File: config.mk
export PLATFORM = sky130hd
export DESIGN_NAME = serdes_tx_sched
export DESIGN_NICKNAME = d
export VERILOG_FILES = /design/src/rtl/serdes_tx_sched.sv
export SDC_FILE = /design/constraint.sdc
export NUM_CORES = 1
export LEC_CHECK = 0
export ABC_CLOCK_PERIOD_IN_PS = 3000
export BUFFER_PORTS_ARGS = -buffer_cell sky130_fd_sc_hd__buf_4
export CORE_UTILIZATION = 45
export DETAILED_ROUTE_END_ITERATION = 7
export PLACE_DENSITY = 0.75
export SETUP_SLACK_MARGIN = 0.1
export SLEW_MARGIN = 20
export SYNTH_ARGS = -nofsm -noshare
export SYNTH_HDL_FRONTEND = slang
export SYNTH_SLANG_ARGS = --single-unit
File: constraint.sdc
create_clock -name i_Clk -period 3 [get_ports i_Clk]
set_input_delay 0.75 -clock i_Clk [delete_from_list [all_inputs] [get_ports i_Clk]]
set_output_delay 0.75 -clock i_Clk [all_outputs]
set_load 0.01 [all_outputs]
File: src/rtl/serdes_tx_sched.sv
// Transmit symbol scheduler: frames requester bytes into SYMBOL_BITS-clock symbols with comma preamble/idle/forced-comma insertion.
// Latency: an accepted byte is loaded one clock after the handshake; o_Ready is only offered on symbol boundaries.
module serdes_tx_sched #(
  parameter int         SYMBOL_BITS  = 10,
  parameter int         PREAMBLE_LEN = 4,
  parameter int         MAX_BURST    = 16,
  parameter logic [7:0] COMMA        = 8'hBC
) (
  input  logic        i_Clk,
  input  logic        i_Rst,
  input  logic        i_En,
  input  logic [7:0]  i_Data,
  input  logic        i_Valid,
  output logic        o_Ready,
  output logic        o_Load,
  output logic [7:0]  o_Sym_Data,
  output logic        o_K,
  output logic [3:0]  o_Bit_Idx,
  output logic        o_Aligned,
  output logic [15:0] o_Sym_Count
);

  localparam int PW = $clog2(PREAMBLE_LEN + 1);
  localparam int BW = (MAX_BURST < 1) ? 1 : $clog2(MAX_BURST + 1);
  localparam logic [3:0]    LAST_IDX  = 4'(SYMBOL_BITS - 1);
  localparam logic [PW-1:0] PRE_LEN   = PW'(PREAMBLE_LEN);
  localparam logic [BW-1:0] BURST_MAX = BW'(MAX_BURST);

  typedef enum logic [1:0] {IDLE, PREAMBLE, DATA} state_t;

  state_t        r_state, w_state_nxt;
  logic          r_load, w_load_nxt;
  logic [7:0]    r_sym, w_sym_nxt;
  logic          r_k, w_k_nxt;
  logic [3:0]    r_bit_idx, w_bit_nxt;
  logic          r_aligned, w_aligned_nxt;
  logic [15:0]   r_cnt, w_cnt_nxt;
  logic [BW-1:0] r_burst, w_burst_nxt;
  logic [PW-1:0] r_pre_cnt, w_pre_nxt;
  logic          w_boundary;
  logic          w_ready;
  logic          w_data_slot;

  assign w_boundary = (r_bit_idx == LAST_IDX);
  assign w_ready    = ~i_Rst & w_boundary & i_En & (r_burst < BURST_MAX) &
                      ((r_state == DATA) | ((r_state == PREAMBLE) & (r_pre_cnt == PRE_LEN)));

  always_comb begin
    w_state_nxt   = r_state;
    w_load_nxt    = 1'b0;
    w_sym_nxt     = r_sym;
    w_k_nxt       = r_k;
    w_bit_nxt     = w_boundary ? 4'd0 : r_bit_idx + 4'd1;
    w_aligned_nxt = r_aligned;
    w_burst_nxt   = r_burst;
    w_pre_nxt     = r_pre_cnt;
    w_cnt_nxt     = r_cnt;
    w_data_slot   = 1'b0;
    case (r_state)
      IDLE: begin
        w_bit_nxt = LAST_IDX;
        if (i_En) begin
          w_state_nxt = PREAMBLE;
          w_load_nxt  = 1'b1;
          w_sym_nxt   = COMMA;
          w_k_nxt     = 1'b1;
          w_bit_nxt   = 4'd0;
          w_pre_nxt   = PW'(1);
        end
      end
      PREAMBLE: begin
        if (w_boundary) begin
          if (!i_En) begin
            w_state_nxt = IDLE;
            w_pre_nxt   = '0;
            w_bit_nxt   = LAST_IDX;
          end else if (r_pre_cnt < PRE_LEN) begin
            w_load_nxt = 1'b1;
            w_sym_nxt  = COMMA;
            w_k_nxt    = 1'b1;
            w_pre_nxt  = r_pre_cnt + PW'(1);
          end else begin
            // The first data-phase symbol goes out on the same edge as alignment.
            w_state_nxt   = DATA;
            w_aligned_nxt = 1'b1;
            w_data_slot   = 1'b1;
          end
        end
      end
      DATA: begin
        if (w_boundary) begin
          if (!i_En) begin
            w_state_nxt   = IDLE;
            w_aligned_nxt = 1'b0;
            w_burst_nxt   = '0;
            w_pre_nxt     = '0;
            w_bit_nxt     = LAST_IDX;
          end else begin
            w_data_slot = 1'b1;
          end
        end
      end
      default: w_state_nxt = IDLE;
    endcase

    if (w_data_slot) begin
      w_load_nxt = 1'b1;
      if (r_burst == BURST_MAX) begin
        w_sym_nxt   = COMMA;
        w_k_nxt     = 1'b1;
        w_burst_nxt = '0;
      end else if (i_Valid && w_ready) begin
        w_sym_nxt   = i_Data;
        w_k_nxt     = 1'b0;
        w_burst_nxt = r_burst + BW'(1);
        w_cnt_nxt   = r_cnt + 16'd1;
      end else begin
        w_sym_nxt   = COMMA;
        w_k_nxt     = 1'b1;
        w_burst_nxt = '0;
      end
    end
  end

  always_ff @(posedge i_Clk) begin
    if (i_Rst) begin
      r_state   <= IDLE;
      r_load    <= 1'b0;
      r_sym     <= 8'd0;
      r_k       <= 1'b0;
      r_bit_idx <= LAST_IDX;
      r_aligned <= 1'b0;
      r_cnt     <= 16'd0;
      r_burst   <= '0;
      r_pre_cnt <= '0;
    end else begin
      r_state   <= w_state_nxt;
      r_load    <= w_load_nxt;
      r_sym     <= w_sym_nxt;
      r_k       <= w_k_nxt;
      r_bit_idx <= w_bit_nxt;
      r_aligned <= w_aligned_nxt;
      r_cnt     <= w_cnt_nxt;
      r_burst   <= w_burst_nxt;
      r_pre_cnt <= w_pre_nxt;
    end
  end

  assign o_Ready     = w_ready;
  assign o_Load      = r_load;
  assign o_Sym_Data  = r_sym;
  assign o_K         = r_k;
  assign o_Bit_Idx   = r_bit_idx;
  assign o_Aligned   = r_aligned;
  assign o_Sym_Count = r_cnt;

endmodule
==> results.rst, run 1 <==
.. list-table::
   :header-rows: 1

   * - Metric
     - Value
   * - Post-CTS resize count
     - 0
   * - Post-synthesis async set-or-reset flop share
     - 0
   * - Vias/cell
     - approximately 5.7
   * - First-pass GRT wire length
     - around 7.6 mm
   * - Pin count of the biggest net entering global routing
     - 34
   * - Path type of the worst setup path
     - input port to primary output
   * - Average cell area after synthesis
     - 8.95 sq um
   * - Cell-by-cell trace of the critical path
     - buf_4, or3b_1, or3_1, inv_1, buf_4
   * - Post-route non-filler standard cell count
     - 331
   * - Power density over the cells
     - about 460 nW/um^2
   * - Largest delay contributor family on the critical path
     - simple AND/OR/NAND/NOR gates
   * - Measured slew at the worst slew-check pin
     - approximately 0.66 ns
   * - Vias after detailed routing
     - 1897
   * - Yosys warnings
     - 0
   * - Max-Cap Viols
     - 0
   * - Result of the run
     - finished, final reports clean
   * - # rows
     - 24
   * - Most common cell on crit path
     - sky130_fd_sc_hd__buf_4
   * - Count of buffering cells on the critical path with inverters included
     - 3
   * - Max Fclk
     - 0.365 GHz
   * - Data arrival time at the worst-slack endpoint
     - 1.99 ns
   * - Number of buffers added by the clock tree synthesis step
     - 5
   * - Source-to-sink clock delay at the later pin of the worst-skew pair
     - between 0.2 and 0.3 ns
   * - Antenna violations before repair
     - 0
   * - Total overflow reported by the global router
     - 0
   * - Highest cell delay on the worst timing path
     - 0.48 ns
   * - Clock tree from TritonCTS
     - done
   * - I/O Buffers
     - 43
   * - Remaining design rule violation count
     - 0
   * - Most common library cell in the layout ignoring fill and taps
     - sky130_fd_sc_hd__buf_4
   * - Die H
     - 69.8 microns
   * - Crit. End Element
     - primary output
   * - Gp weighted congestion
     - 0.822
   * - Biggest fanout along the worst timing path
     - 12
   * - Period minus WS final
     - 2.74 ns
   * - Netlist area before placement
     - ~2100 sq um
   * - Max-slew violation count
     - 0
   * - Total core area
     - 4380 sq um
   * - Yosys top cell area share
     - 0.397
   * - Synth-to-layout area growth
     - 25.0%
   * - Data required time of the critical path
     - 2.25 ns
   * - Crit-path slowest cell
     - sky130_fd_sc_hd__or3_1
   * - Top area cells in the synthesized netlist
     - sky130_fd_sc_hd__dfxtp_1 (40%), sky130_fd_sc_hd__ha_1 (6.7%), sky130_fd_sc_hd__a21oi_1 (4.1%)
   * - Hold WC Path Type
     - flip-flop to flip-flop
   * - Detailed placement HPWL
     - 3.30 mm
   * - Number of nets produced by synthesis
     - roughly 250
   * - Static leakage
     - 1.04 nW
   * - Vias in the first global route
     - around 1700
   * - Root Buffer Master
     - sky130_fd_sc_hd__clkbuf_8
   * - N_diodes
     - 0
   * - Clock sink count
     - around 40
   * - Unique cell type count in the Yosys netlist
     - 48
   * - Post-CTS repair timing setup buffer count
     - 0
   * - DRT Wirelength
     - 4.54 mm
   * - Clock-pin slew on the worst setup and hold paths
     - 0.08 ns
   * - Overall global routing resource usage
     - 0.191
   * - Floorplan die area
     - roughly 4900 sq um
   * - Total power of the final layout
     - 1.18 mW
   * - Proportion of layout cells with a drive suffix above 1
     - 0.262
   * - Commonest cells after routing, fill and taps aside
     - sky130_fd_sc_hd__buf_4 (50), sky130_fd_sc_hd__dfxtp_1 (41), sky130_fd_sc_hd__a21oi_1 (17)
   * - Number of top-level pins
     - 44
   * - Number of filler cells placed in the layout
     - between 400 and 500
   * - Mapped Cells
     - 231
   * - Starting Density
     - 0.472
   * - Dpl cell area
     - roughly 2500 sq um
   * - Count of hold buffers inserted by post-cts repair
     - 0
   * - Cell type with the largest total area after synthesis
     - sky130_fd_sc_hd__dfxtp_1
   * - Number of placed cells counting well taps
     - 323
   * - Share of synthesized area occupied by flip-flops and latches
     - 0.397
   * - Summed negative setup slack over all endpoints
     - 0 ns
   * - Worst IR drop on VDD
     - 0.303 mV
   * - Main synth FF type
     - sky130_fd_sc_hd__dfxtp_1
   * - Iteration count of the initial detailed-routing pass
     - 4
   * - Number of endpoints with negative hold slack in the final report
     - 0
   * - Wirelength per Cell
     - 13.7 microns
   * - Antenna-violating nets left
     - 0
   * - Worst relative slew slack
     - 0.554
   * - Post-layout instance area
     - approximately 2600 sq um
   * - Die Wd
     - 69.8 microns
   * - NumNets Final
     - 301
   * - Buffers from clock root to sink, at most
     - 2
   * - Setup clock skew after layout
     - roughly 0.0034 ns
   * - CTS H-tree depth
     - 2
   * - Final period utilization
     - 0.912
   * - Starting DRT DRC Count
     - 100
   * - Flip-flop and latch count after synthesis
     - 41
   * - Count of flip-flops with a built-in enable after synthesis
     - 0
   * - CP Launch Type
     - input port
   * - Setup-violating endpoint count in the final report
     - 0
   * - Setup repair after global routing missed its margin
     - false
path summary, 6_finish.rpt:
check / from / to / slack [ns] / depth (start not counted)
max: i_En / o_Ready / 0.26 / 5
min: o_Sym_Data[6]$_SDFFE_PP0P_ / o_Sym_Data[6]$_SDFFE_PP0P_ / 0.49 / 1
max reg2reg: r_state[0]$_SDFFE_PP0P_ / o_Sym_Count[12]$_SDFFE_PP0P_ / 0.53 / 6
min reg2reg: o_Sym_Data[6]$_SDFFE_PP0P_ / o_Sym_Data[6]$_SDFFE_PP0P_ / 0.49 / 1
metrics by stage:
stage,worst slack [ns],hold WS (ns),utilization
after floorplan,0.368,0.479,-
after global placement,0.268,0.469,0.563
after detailed placement,0.239,0.475,0.563
after CTS,0.258,0.493,0.590
after global routing,0.126,0.511,0.590
final,0.264,0.493,0.590
layout make-up:
| class | count | area [sq um] | share of cell area |
|---|---|---|---|
| clock buffer | 7 | 86.3 | 0.0334 |
| clock inverter | 1 | 30.0 | 0.0116 |
| inverter | 15 | 56.3 | 0.0218 |
| multi-input combinational | 165 | 1150 | 0.445 |
| sequential | 41 | 821 | 0.318 |
| tap | 52 | 65.1 | 0.0252 |
| timing repair buffer | 50 | 375 | 0.145 |
worst reg2reg max path: cells and delay by family (launching register included):
family / cells / cell delay (ns)
flip-flops: 1 / 0.34
adder cells (fa/ha/maj): 1 / 0.35
AND/OR/NAND/NOR: 2 / 1.01
buffers and inverters: 1 / 0.09
AO/OA/AOI/OAI: 1 / 0.22
multiplexers: 1 / 0.36
metal layers:
layer	part of all wire	track usage	up-vias
li1	-	-	962
met1	0.46	0.258	891
met2	0.50	0.318	42
met3	0.038	0.0305	2
met4	0.0055	0.0489	0
met5	0	0	-
cells by family (layout without fill, tap and decap cells):
kind of cell	after synthesis	in the layout	synth area share
AO/OA/AOI/OAI	67	67	0.235
XOR/XNOR	3	3	0.0127
adder cells (fa/ha/maj)	11	11	0.0665
buffers and inverters	25	73	0.0466
flip-flops	41	41	0.397
multiplexers	4	4	0.0218
AND/OR/NAND/NOR	80	80	0.221
sequential cells by signal (all words and copies together), names as in the netlist:
| signal | cells |
|---|---|
| o_Aligned | 1 |
| o_Bit_Idx | 4 |
| o_K | 1 |
| o_Load | 1 |
| o_Sym_Count | 16 |
| o_Sym_Data | 8 |
| r_burst | 5 |
| r_pre_cnt | 3 |
| r_state | 2 |
report_power, final:
group | total, mW | switching [mW] | internal [mW]
clock | 0.453 | 0.181 | 0.271
combinational | 0.152 | 0.0802 | 0.0713
sequential | 0.576 | 0.0143 | 0.562
Yosys cell counts, types with 3 or more instances:
library cell,instances
sky130_fd_sc_hd__o31ai_1,3
sky130_fd_sc_hd__and3_1,3
sky130_fd_sc_hd__o21ai_0,9
sky130_fd_sc_hd__or4_1,4
sky130_fd_sc_hd__nor2b_1,5
sky130_fd_sc_hd__o211a_1,3
sky130_fd_sc_hd__xnor2_1,3
sky130_fd_sc_hd__ha_1,11
sky130_fd_sc_hd__o221a_2,5
sky130_fd_sc_hd__dfxtp_1,41
sky130_fd_sc_hd__nand2_1,15
sky130_fd_sc_hd__inv_1,14
sky130_fd_sc_hd__mux2_2,4
sky130_fd_sc_hd__or3_1,8
sky130_fd_sc_hd__a31oi_1,3
sky130_fd_sc_hd__nor3_1,6
sky130_fd_sc_hd__a21oi_1,17
sky130_fd_sc_hd__nor2_1,12
sky130_fd_sc_hd__nand3_1,7
sky130_fd_sc_hd__o41ai_1,4
sky130_fd_sc_hd__clkbuf_1,8
sky130_fd_sc_hd__o311ai_0,5
sky130_fd_sc_hd__nand2b_1,3
sky130_fd_sc_hd__or2_2,4
Note: power is estimated with default switching activity, not from simulation.
==> run 2: changes to the inputs <==
--- a/config.mk
+++ b/config.mk
@@ -10,6 +10,7 @@
 export CORE_UTILIZATION = 45
 export DETAILED_ROUTE_END_ITERATION = 7
 export PLACE_DENSITY = 0.75
+export RECOVER_POWER = 100
 export SETUP_SLACK_MARGIN = 0.1
 export SLEW_MARGIN = 20
 export SYNTH_ARGS = -nofsm -noshare
==> run 2 against run 1 <==
  * Count of clock-buffer cells in the layout unchanged
  * Register-to-register slack about the same
  * Non-clock buffer count unchanged
  * Clock skew about the same
  * Highest routed layer unchanged
  * Fmax down 1.1%
  * Sequential share of layout area up 1.8 points
  * Largest power group unchanged
  * Largest cell class unchanged
==> results.rst, run 2 (synthesis gave the netlist of run 1 again) <==
.. list-table::
   :header-rows: 1

   * - Metric
     - Value
   * - Result of the run
     - finished, final reports clean (unchanged)
   * - Data arrival time at the worst-slack endpoint
     - 2.02 ns (was 1.99 ns)
   * - Number of placed cells counting well taps
     - 323 (unchanged)
   * - Worst Hold Slack
     - 0.490 ns (was 0.493 ns)
   * - Iteration count of the initial detailed-routing pass
     - 4 (unchanged)
   * - Flip-flop count of the largest register, all copies and words added
     - 16 (unchanged)
   * - Gp weighted congestion
     - 0.822 (unchanged)
   * - Fraction of the core area covered by cells at the end of the flow
     - 0.558 (was 0.590)
   * - CTS H-tree depth
     - 2 (unchanged)
   * - Number of buffers added by the clock tree synthesis step
     - 5 (unchanged)
   * - Antenna-violating nets left
     - 0 (unchanged)
   * - Post-CTS repair timing setup buffer count
     - 0 (unchanged)
   * - Post-route non-filler standard cell count
     - 331 (unchanged)
   * - Vias in the first global route
     - 1705 (unchanged)
   * - Final period utilization
     - 0.923 (was 0.912)
   * - Proportion of layout cells with a drive suffix above 1
     - 0.129 (was 0.262)
   * - Source-to-sink clock delay at the later pin of the worst-skew pair
     - 0.28 ns (about the same)
   * - Die H
     - 69.8 microns (unchanged)
   * - Measured slew at the worst slew-check pin
     - 0.628 ns (was 0.661 ns)
   * - Path type of the worst setup path
     - input port to primary output (unchanged)
   * - Starting DRT DRC Count
     - 99 (was 100)
   * - Setup-violating endpoint count in the final report
     - 0 (unchanged)
   * - Vias after detailed routing
     - 1871 (was 1897)
   * - N_diodes
     - 0 (unchanged)
   * - Number of endpoints with negative hold slack in the final report
     - 0 (unchanged)
   * - Total overflow reported by the global router
     - 0 (unchanged)
   * - Cell-by-cell trace of the critical path
     - buf_4, or3b_1, or3_1, inv_1, clkbuf_1 (was buf_4, or3b_1, or3_1, inv_1, buf_4)
   * - Wirelength per Cell
     - 13.7 microns (about the same)
   * - Vias/cell
     - 5.65 (was 5.73)
   * - Static leakage
     - 0.888 nW (was 1.04 nW)
   * - Total core area
     - 4380 sq um (unchanged)
   * - NumNets Final
     - 301 (unchanged)
   * - Setup repair after global routing missed its margin
     - false (unchanged)
   * - Max-Cap Viols
     - 0 (unchanged)
   * - First-pass GRT wire length
     - 7.65 mm (unchanged)
   * - Pin count of the biggest net entering global routing
     - 34 (unchanged)
   * - Clock-pin slew on the worst setup and hold paths
     - 0.08 ns (about the same)
   * - Biggest fanout along the worst timing path
     - 12 (unchanged)
   * - Number of top-level pins
     - 44 (unchanged)
   * - Detailed placement HPWL
     - 3.30 mm (unchanged)
   * - Clock tree from TritonCTS
     - done (unchanged)
   * - Antenna violations before repair
     - 0 (unchanged)
   * - Power density over the cells
     - 476 nW/um^2 (was 457 nW/um^2)
   * - Crit. End Element
     - primary output (unchanged)
   * - Die Wd
     - 69.8 microns (unchanged)
   * - # rows
     - 24 (unchanged)
   * - Commonest cells after routing, fill and taps aside
     - sky130_fd_sc_hd__dfxtp_1 (41), sky130_fd_sc_hd__clkbuf_1 (38), sky130_fd_sc_hd__a21oi_1 (17) (was sky130_fd_sc_hd__buf_4 (50), sky130_fd_sc_hd__dfxtp_1 (41), sky130_fd_sc_hd__a21oi_1 (17))
   * - Synth-to-layout area growth
     - 18.3% (was 25.0%)
   * - Post-CTS resize count
     - 0 (unchanged)
   * - Period minus WS final
     - 2.77 ns (was 2.74 ns)
   * - Max Fclk
     - 0.361 GHz (was 0.365 GHz)
   * - I/O Buffers
     - 43 (unchanged)
   * - Count of hold buffers inserted by post-cts repair
     - 0 (unchanged)
   * - Crit-path slowest cell
     - sky130_fd_sc_hd__or3_1 (unchanged)
   * - Summed negative setup slack over all endpoints
     - 0 ns (unchanged)
   * - Worst IR drop on VDD
     - 0.317 mV (was 0.303 mV)
   * - Root Buffer Master
     - sky130_fd_sc_hd__clkbuf_8 (unchanged)
   * - CP Launch Type
     - input port (unchanged)
   * - Remaining design rule violation count
     - 0 (unchanged)
   * - Buffers from clock root to sink, at most
     - 2 (unchanged)
   * - Worst relative slew slack
     - 0.576 (was 0.554)
   * - Most common library cell in the layout ignoring fill and taps
     - sky130_fd_sc_hd__dfxtp_1 (was sky130_fd_sc_hd__buf_4)
   * - Overall global routing resource usage
     - 0.191 (unchanged)
   * - Dpl cell area
     - 2470 sq um (unchanged)
   * - DRT Wirelength
     - 4.53 mm (was 4.54 mm)
   * - Data required time of the critical path
     - 2.25 ns (about the same)
   * - Setup clock skew after layout
     - 0.00310 ns (was 0.00344 ns)
   * - Starting Density
     - 0.472 (unchanged)
   * - Max-slew violation count
     - 0 (unchanged)
   * - Hold WC Path Type
     - flip-flop to flip-flop (unchanged)
   * - Post-layout instance area
     - 2450 sq um (was 2580 sq um)
   * - Highest cell delay on the worst timing path
     - 0.48 ns (about the same)
   * - Number of filler cells placed in the layout
     - 459 (was 411)
   * - Clock sink count
     - 41 (unchanged)
   * - Floorplan die area
     - 4870 sq um (unchanged)
-- run 2: cell type report --
cell class / count / area, sq um / area share
inverter: 15 / 56.3 / 0.0230
sequential: 41 / 821 / 0.336
clock buffer: 7 / 86.3 / 0.0353
timing repair buffer: 50 / 236 / 0.0967
clock inverter: 1 / 30.0 / 0.0123
multi-input combinational: 165 / 1150 / 0.471
tap: 52 / 65.1 / 0.0266
-- run 2: per-layer routing --
metal / vias up / routed length (microns) / GRT usage
li1: 958 / - / -
met1: 872 / 2060 / 0.258
met2: 39 / 2260 / 0.318
met3: 2 / 176 / 0.0305
met4: 0 / 25 / 0.0489
met5: - / 0 / 0
-- run 2: worst max-delay path, delay by kind of cell --
kind,cells,cell delay (ns)
buffers and inverters,3,0.39
AND/OR/NAND/NOR,2,0.87
-- run 2: path summary, 6_finish.rpt --
check | start | slack [ns] | cells after the start | to
setup / recovery | i_En | 0.23 | 5 | o_Ready
hold / removal | o_Sym_Data[6]$_SDFFE_PP0P_ | 0.49 | 1 | o_Sym_Data[6]$_SDFFE_PP0P_
setup reg to reg | r_state[0]$_SDFFE_PP0P_ | 0.53 | 6 | o_Sym_Count[12]$_SDFFE_PP0P_
hold reg to reg | o_Sym_Data[6]$_SDFFE_PP0P_ | 0.49 | 1 | o_Sym_Data[6]$_SDFFE_PP0P_
-- run 2: power breakdown --
| group | switching [mW] | internal (mW) |
|---|---|---|
| clock | 0.180 | 0.271 |
| combinational | 0.0797 | 0.0575 |
| sequential | 0.0140 | 0.562 |
| total | 0.274 | 0.891 |
-- run 2: stage by stage --
step                      setup slack (ns)  power (mW)
after global placement               0.268       0.738
after global routing                0.0931        1.22
after detailed placement             0.239       0.740
after CTS                            0.258        1.19
after floorplan                      0.368       0.677
final                                0.232        1.16
==> run 3: changes to the inputs <==
--- a/config.mk
+++ b/config.mk
@@ -8,6 +8,7 @@
 export ABC_CLOCK_PERIOD_IN_PS = 3000
 export BUFFER_PORTS_ARGS = -buffer_cell sky130_fd_sc_hd__buf_4
 export CORE_UTILIZATION = 45
+export CTS_CLUSTER_DIAMETER = 100
 export DETAILED_ROUTE_END_ITERATION = 7
 export PLACE_DENSITY = 0.75
 export RECOVER_POWER = 100
==> constraint.sdc (replaced) <==
create_clock -name i_Clk -period 3 [get_ports i_Clk]
set_input_delay 0.75 -clock i_Clk [delete_from_list [all_inputs] [get_ports i_Clk]]
set_output_delay 0.75 -clock i_Clk [all_outputs]
set_load 0.05 [all_outputs]
==> run 3 against run 2 <==
  * Sequential power is essentially flat
  * Hold slack got worse by 0.0014 ns
  * Final area shrank 1.1%
  * Wire length down 1.0%
  * Power is 4.6% lower
  * Clock power is 21% lower
  * Largest cell class unchanged
  * Critical endpoint unchanged
  * Critical path depth is the same
  * Worst setup slack improved by 0.017 ns
==> results.rst, run 3 (synthesis gave the netlist of run 1 again) <==
.. list-table::
   :header-rows: 1

   * - Metric
     - Value
   * - Dpl cell area
     - 2470 sq um (about the same)
   * - Synth-to-layout area growth
     - 16.9% (was 18.3%)
   * - Hold WC Path Type
     - flip-flop to flip-flop (unchanged)
   * - Static leakage
     - 0.877 nW (was 0.888 nW)
   * - I/O Buffers
     - 43 (unchanged)
   * - Measured slew at the worst slew-check pin
     - 0.609 ns (was 0.628 ns)
   * - Iteration count of the initial detailed-routing pass
     - 4 (unchanged)
   * - Setup-violating endpoint count in the final report
     - 0 (unchanged)
   * - Most common library cell in the layout ignoring fill and taps
     - sky130_fd_sc_hd__dfxtp_1 (unchanged)
   * - Count of hold buffers inserted by post-cts repair
     - 0 (unchanged)
   * - Biggest fanout along the worst timing path
     - 12 (unchanged)
   * - Number of top-level pins
     - 44 (unchanged)
   * - Summed negative setup slack over all endpoints
     - 0 ns (unchanged)
   * - Cell-by-cell trace of the critical path
     - buf_4, or3b_1, or3_1, inv_1, clkbuf_2 (was buf_4, or3b_1, or3_1, inv_1, clkbuf_1)
   * - CTS H-tree depth
     - 2 (unchanged)
   * - Post-CTS repair timing setup buffer count
     - 0 (unchanged)
   * - # rows
     - 24 (unchanged)
   * - Total core area
     - 4380 sq um (unchanged)
   * - Number of endpoints with negative hold slack in the final report
     - 0 (unchanged)
   * - Setup repair after global routing missed its margin
     - false (unchanged)
   * - NumNets Final
     - 301 (unchanged)
   * - Buffers from clock root to sink, at most
     - 2 (unchanged)
   * - Pin count of the biggest net entering global routing
     - 34 (unchanged)
   * - Wirelength per Cell
     - 13.5 microns (was 13.7 microns)
   * - Proportion of layout cells with a drive suffix above 1
     - 0.140 (was 0.129)
   * - Crit. End Element
     - primary output (unchanged)
   * - Vias/cell
     - 5.79 (was 5.65)
   * - Result of the run
     - finished, final reports clean (unchanged)
   * - Multi-input gate area in the final layout
     - 1150 sq um (unchanged)
   * - Number of placed cells counting well taps
     - 323 (unchanged)
   * - Highest cell delay on the worst timing path
     - 0.40 ns (was 0.48 ns)
   * - N_diodes
     - 0 (unchanged)
   * - Clock tree from TritonCTS
     - done (unchanged)
   * - Number of filler cells placed in the layout
     - 460 (was 459)
   * - Max Fclk
     - 0.363 GHz (was 0.361 GHz)
   * - Gp weighted congestion
     - 0.836 (was 0.822)
   * - Clock-pin slew on the worst setup and hold paths
     - 0.08 ns (about the same)
   * - Starting Density
     - 0.472 (unchanged)
   * - Final period utilization
     - 0.917 (was 0.923)
   * - Max-slew violation count
     - 0 (unchanged)
   * - Die Wd
     - 69.8 microns (unchanged)
   * - Post-layout instance area
     - 2420 sq um (was 2450 sq um)
   * - First-pass GRT wire length
     - 7.51 mm (was 7.65 mm)
   * - Commonest cells after routing, fill and taps aside
     - sky130_fd_sc_hd__dfxtp_1 (40), sky130_fd_sc_hd__clkbuf_1 (36), sky130_fd_sc_hd__a21oi_1 (17) (was sky130_fd_sc_hd__dfxtp_1 (41), sky130_fd_sc_hd__clkbuf_1 (38), sky130_fd_sc_hd__a21oi_1 (17))
   * - Flip-flop count of the largest register, all copies and words added
     - 16 (unchanged)
   * - Root Buffer Master
     - sky130_fd_sc_hd__clkbuf_8 (unchanged)
   * - Data required time of the critical path
     - 2.25 ns (about the same)
   * - Antenna-violating nets left
     - 0 (unchanged)
   * - Clock sink count
     - 41 (unchanged)
   * - Post-route non-filler standard cell count
     - 331 (unchanged)
   * - Overall global routing resource usage
     - 0.191 (about the same)
   * - Floorplan die area
     - 4870 sq um (unchanged)
   * - Sequential cell area in the final layout
     - 822 sq um (was 821 sq um)
   * - Largest delay contributor family on the critical path
     - simple AND/OR/NAND/NOR gates (unchanged)
   * - Vias after detailed routing
     - 1917 (was 1871)
   * - Fraction of the core area covered by cells at the end of the flow
     - 0.552 (was 0.558)
   * - CP Launch Type
     - input port (unchanged)
   * - Worst IR drop on VDD
     - 0.257 mV (was 0.317 mV)
   * - Post-CTS resize count
     - 0 (unchanged)
   * - Detailed placement HPWL
     - 3.24 mm (was 3.30 mm)
   * - Source-to-sink clock delay at the later pin of the worst-skew pair
     - 0.29 ns (was 0.28 ns)
   * - Path type of the worst setup path
     - input port to primary output (unchanged)
   * - Total overflow reported by the global router
     - 0 (unchanged)
   * - Number of buffers added by the clock tree synthesis step
     - 5 (unchanged)
   * - Worst relative slew slack
     - 0.596 (was 0.576)
   * - Period minus WS final
     - 2.75 ns (was 2.77 ns)
   * - Vias in the first global route
     - 1649 (was 1705)
   * - Max-Cap Viols
     - 0 (unchanged)
   * - Count of buffering cells on the critical path with inverters included
     - 3 (unchanged)
   * - DRT Wirelength
     - 4.48 mm (was 4.53 mm)
   * - Crit-path slowest cell
     - sky130_fd_sc_hd__or3b_1 (was sky130_fd_sc_hd__or3_1)
   * - Data arrival time at the worst-slack endpoint
     - 2.00 ns (was 2.02 ns)
   * - Antenna violations before repair
     - 0 (unchanged)
   * - Power density over the cells
     - 459 nW/um^2 (was 476 nW/um^2)
   * - Setup clock skew after layout
     - 0.00616 ns (was 0.00310 ns)
   * - Remaining design rule violation count
     - 0 (unchanged)
   * - Die H
     - 69.8 microns (unchanged)
   * - Starting DRT DRC Count
     - 64 (was 99)
[run 3: changes by cell type in the layout (fill, tap and decap cells not counted), sizes merged]
cell / change
clkinvlp: +1
bufinv: -1
clkinv: +2
clkbuf: -2
[run 3: power breakdown]
group          leakage [nW]  total, mW  internal [mW]  switching (mW)
combinational         0.500      0.179         0.0572           0.121
clock                0.0439      0.356          0.161           0.195
sequential            0.333      0.576          0.562          0.0139
[run 3: worst reg2reg max path: stages, from the launching register on]
cell	delay, ns
sky130_fd_sc_hd__dfxtp_1	0.33
sky130_fd_sc_hd__inv_1	0.10
sky130_fd_sc_hd__ha_1	0.31
sky130_fd_sc_hd__a31oi_1	0.17
sky130_fd_sc_hd__or3_1	0.44
sky130_fd_sc_hd__clkbuf_1	0.30
sky130_fd_sc_hd__nor4_1	0.36
sky130_fd_sc_hd__mux2_2	0.36
[run 3: final timing paths]
| path | startpoint | endpoint | depth (start not counted) | slack (ns) |
|---|---|---|---|---|
| setup / recovery | i_En | o_Ready | 5 | 0.25 |
| hold / removal | o_Sym_Data[6]$_SDFFE_PP0P_ | o_Sym_Data[6]$_SDFFE_PP0P_ | 1 | 0.49 |
| setup reg to reg | r_state[1]$_SDFFE_PP0P_ | o_Sym_Count[15]$_SDFFE_PP0P_ | 7 | 0.51 |
| hold reg to reg | o_Sym_Data[6]$_SDFFE_PP0P_ | o_Sym_Data[6]$_SDFFE_PP0P_ | 1 | 0.49 |
[run 3: per-stage QoR]
step	setup slack, ns	hold slack [ns]	total power, mW
6_report	0.249	0.489	1.11
3_3_place_gp	0.279	0.472	0.781
5_1_grt	0.141	0.518	1.16
2_1_floorplan	0.142	0.479	0.719
3_5_place_dp	0.259	0.475	0.783
4_1_cts	0.322	0.494	1.14
[run 3: final cells by class]
class / count / share of cell area
flip-flops and latches: 41 / 0.340
inverters: 15 / 0.0233
clock buffers: 5 / 0.0285
well taps: 52 / 0.0269
repair buffers: 50 / 0.0983
clock inverters: 3 / 0.00724
multi-input cells: 165 / 0.476
[run 3: metal layers]
layer | track usage | vias up | share of wire
met3 | 0.0494 | 4 | 0.043
met1 | 0.246 | 920 | 0.47
met4 | 0.0578 | 0 | 0.0060
met2 | 0.313 | 36 | 0.48
li1 | - | 957 | -
met5 | 0 | - | 0
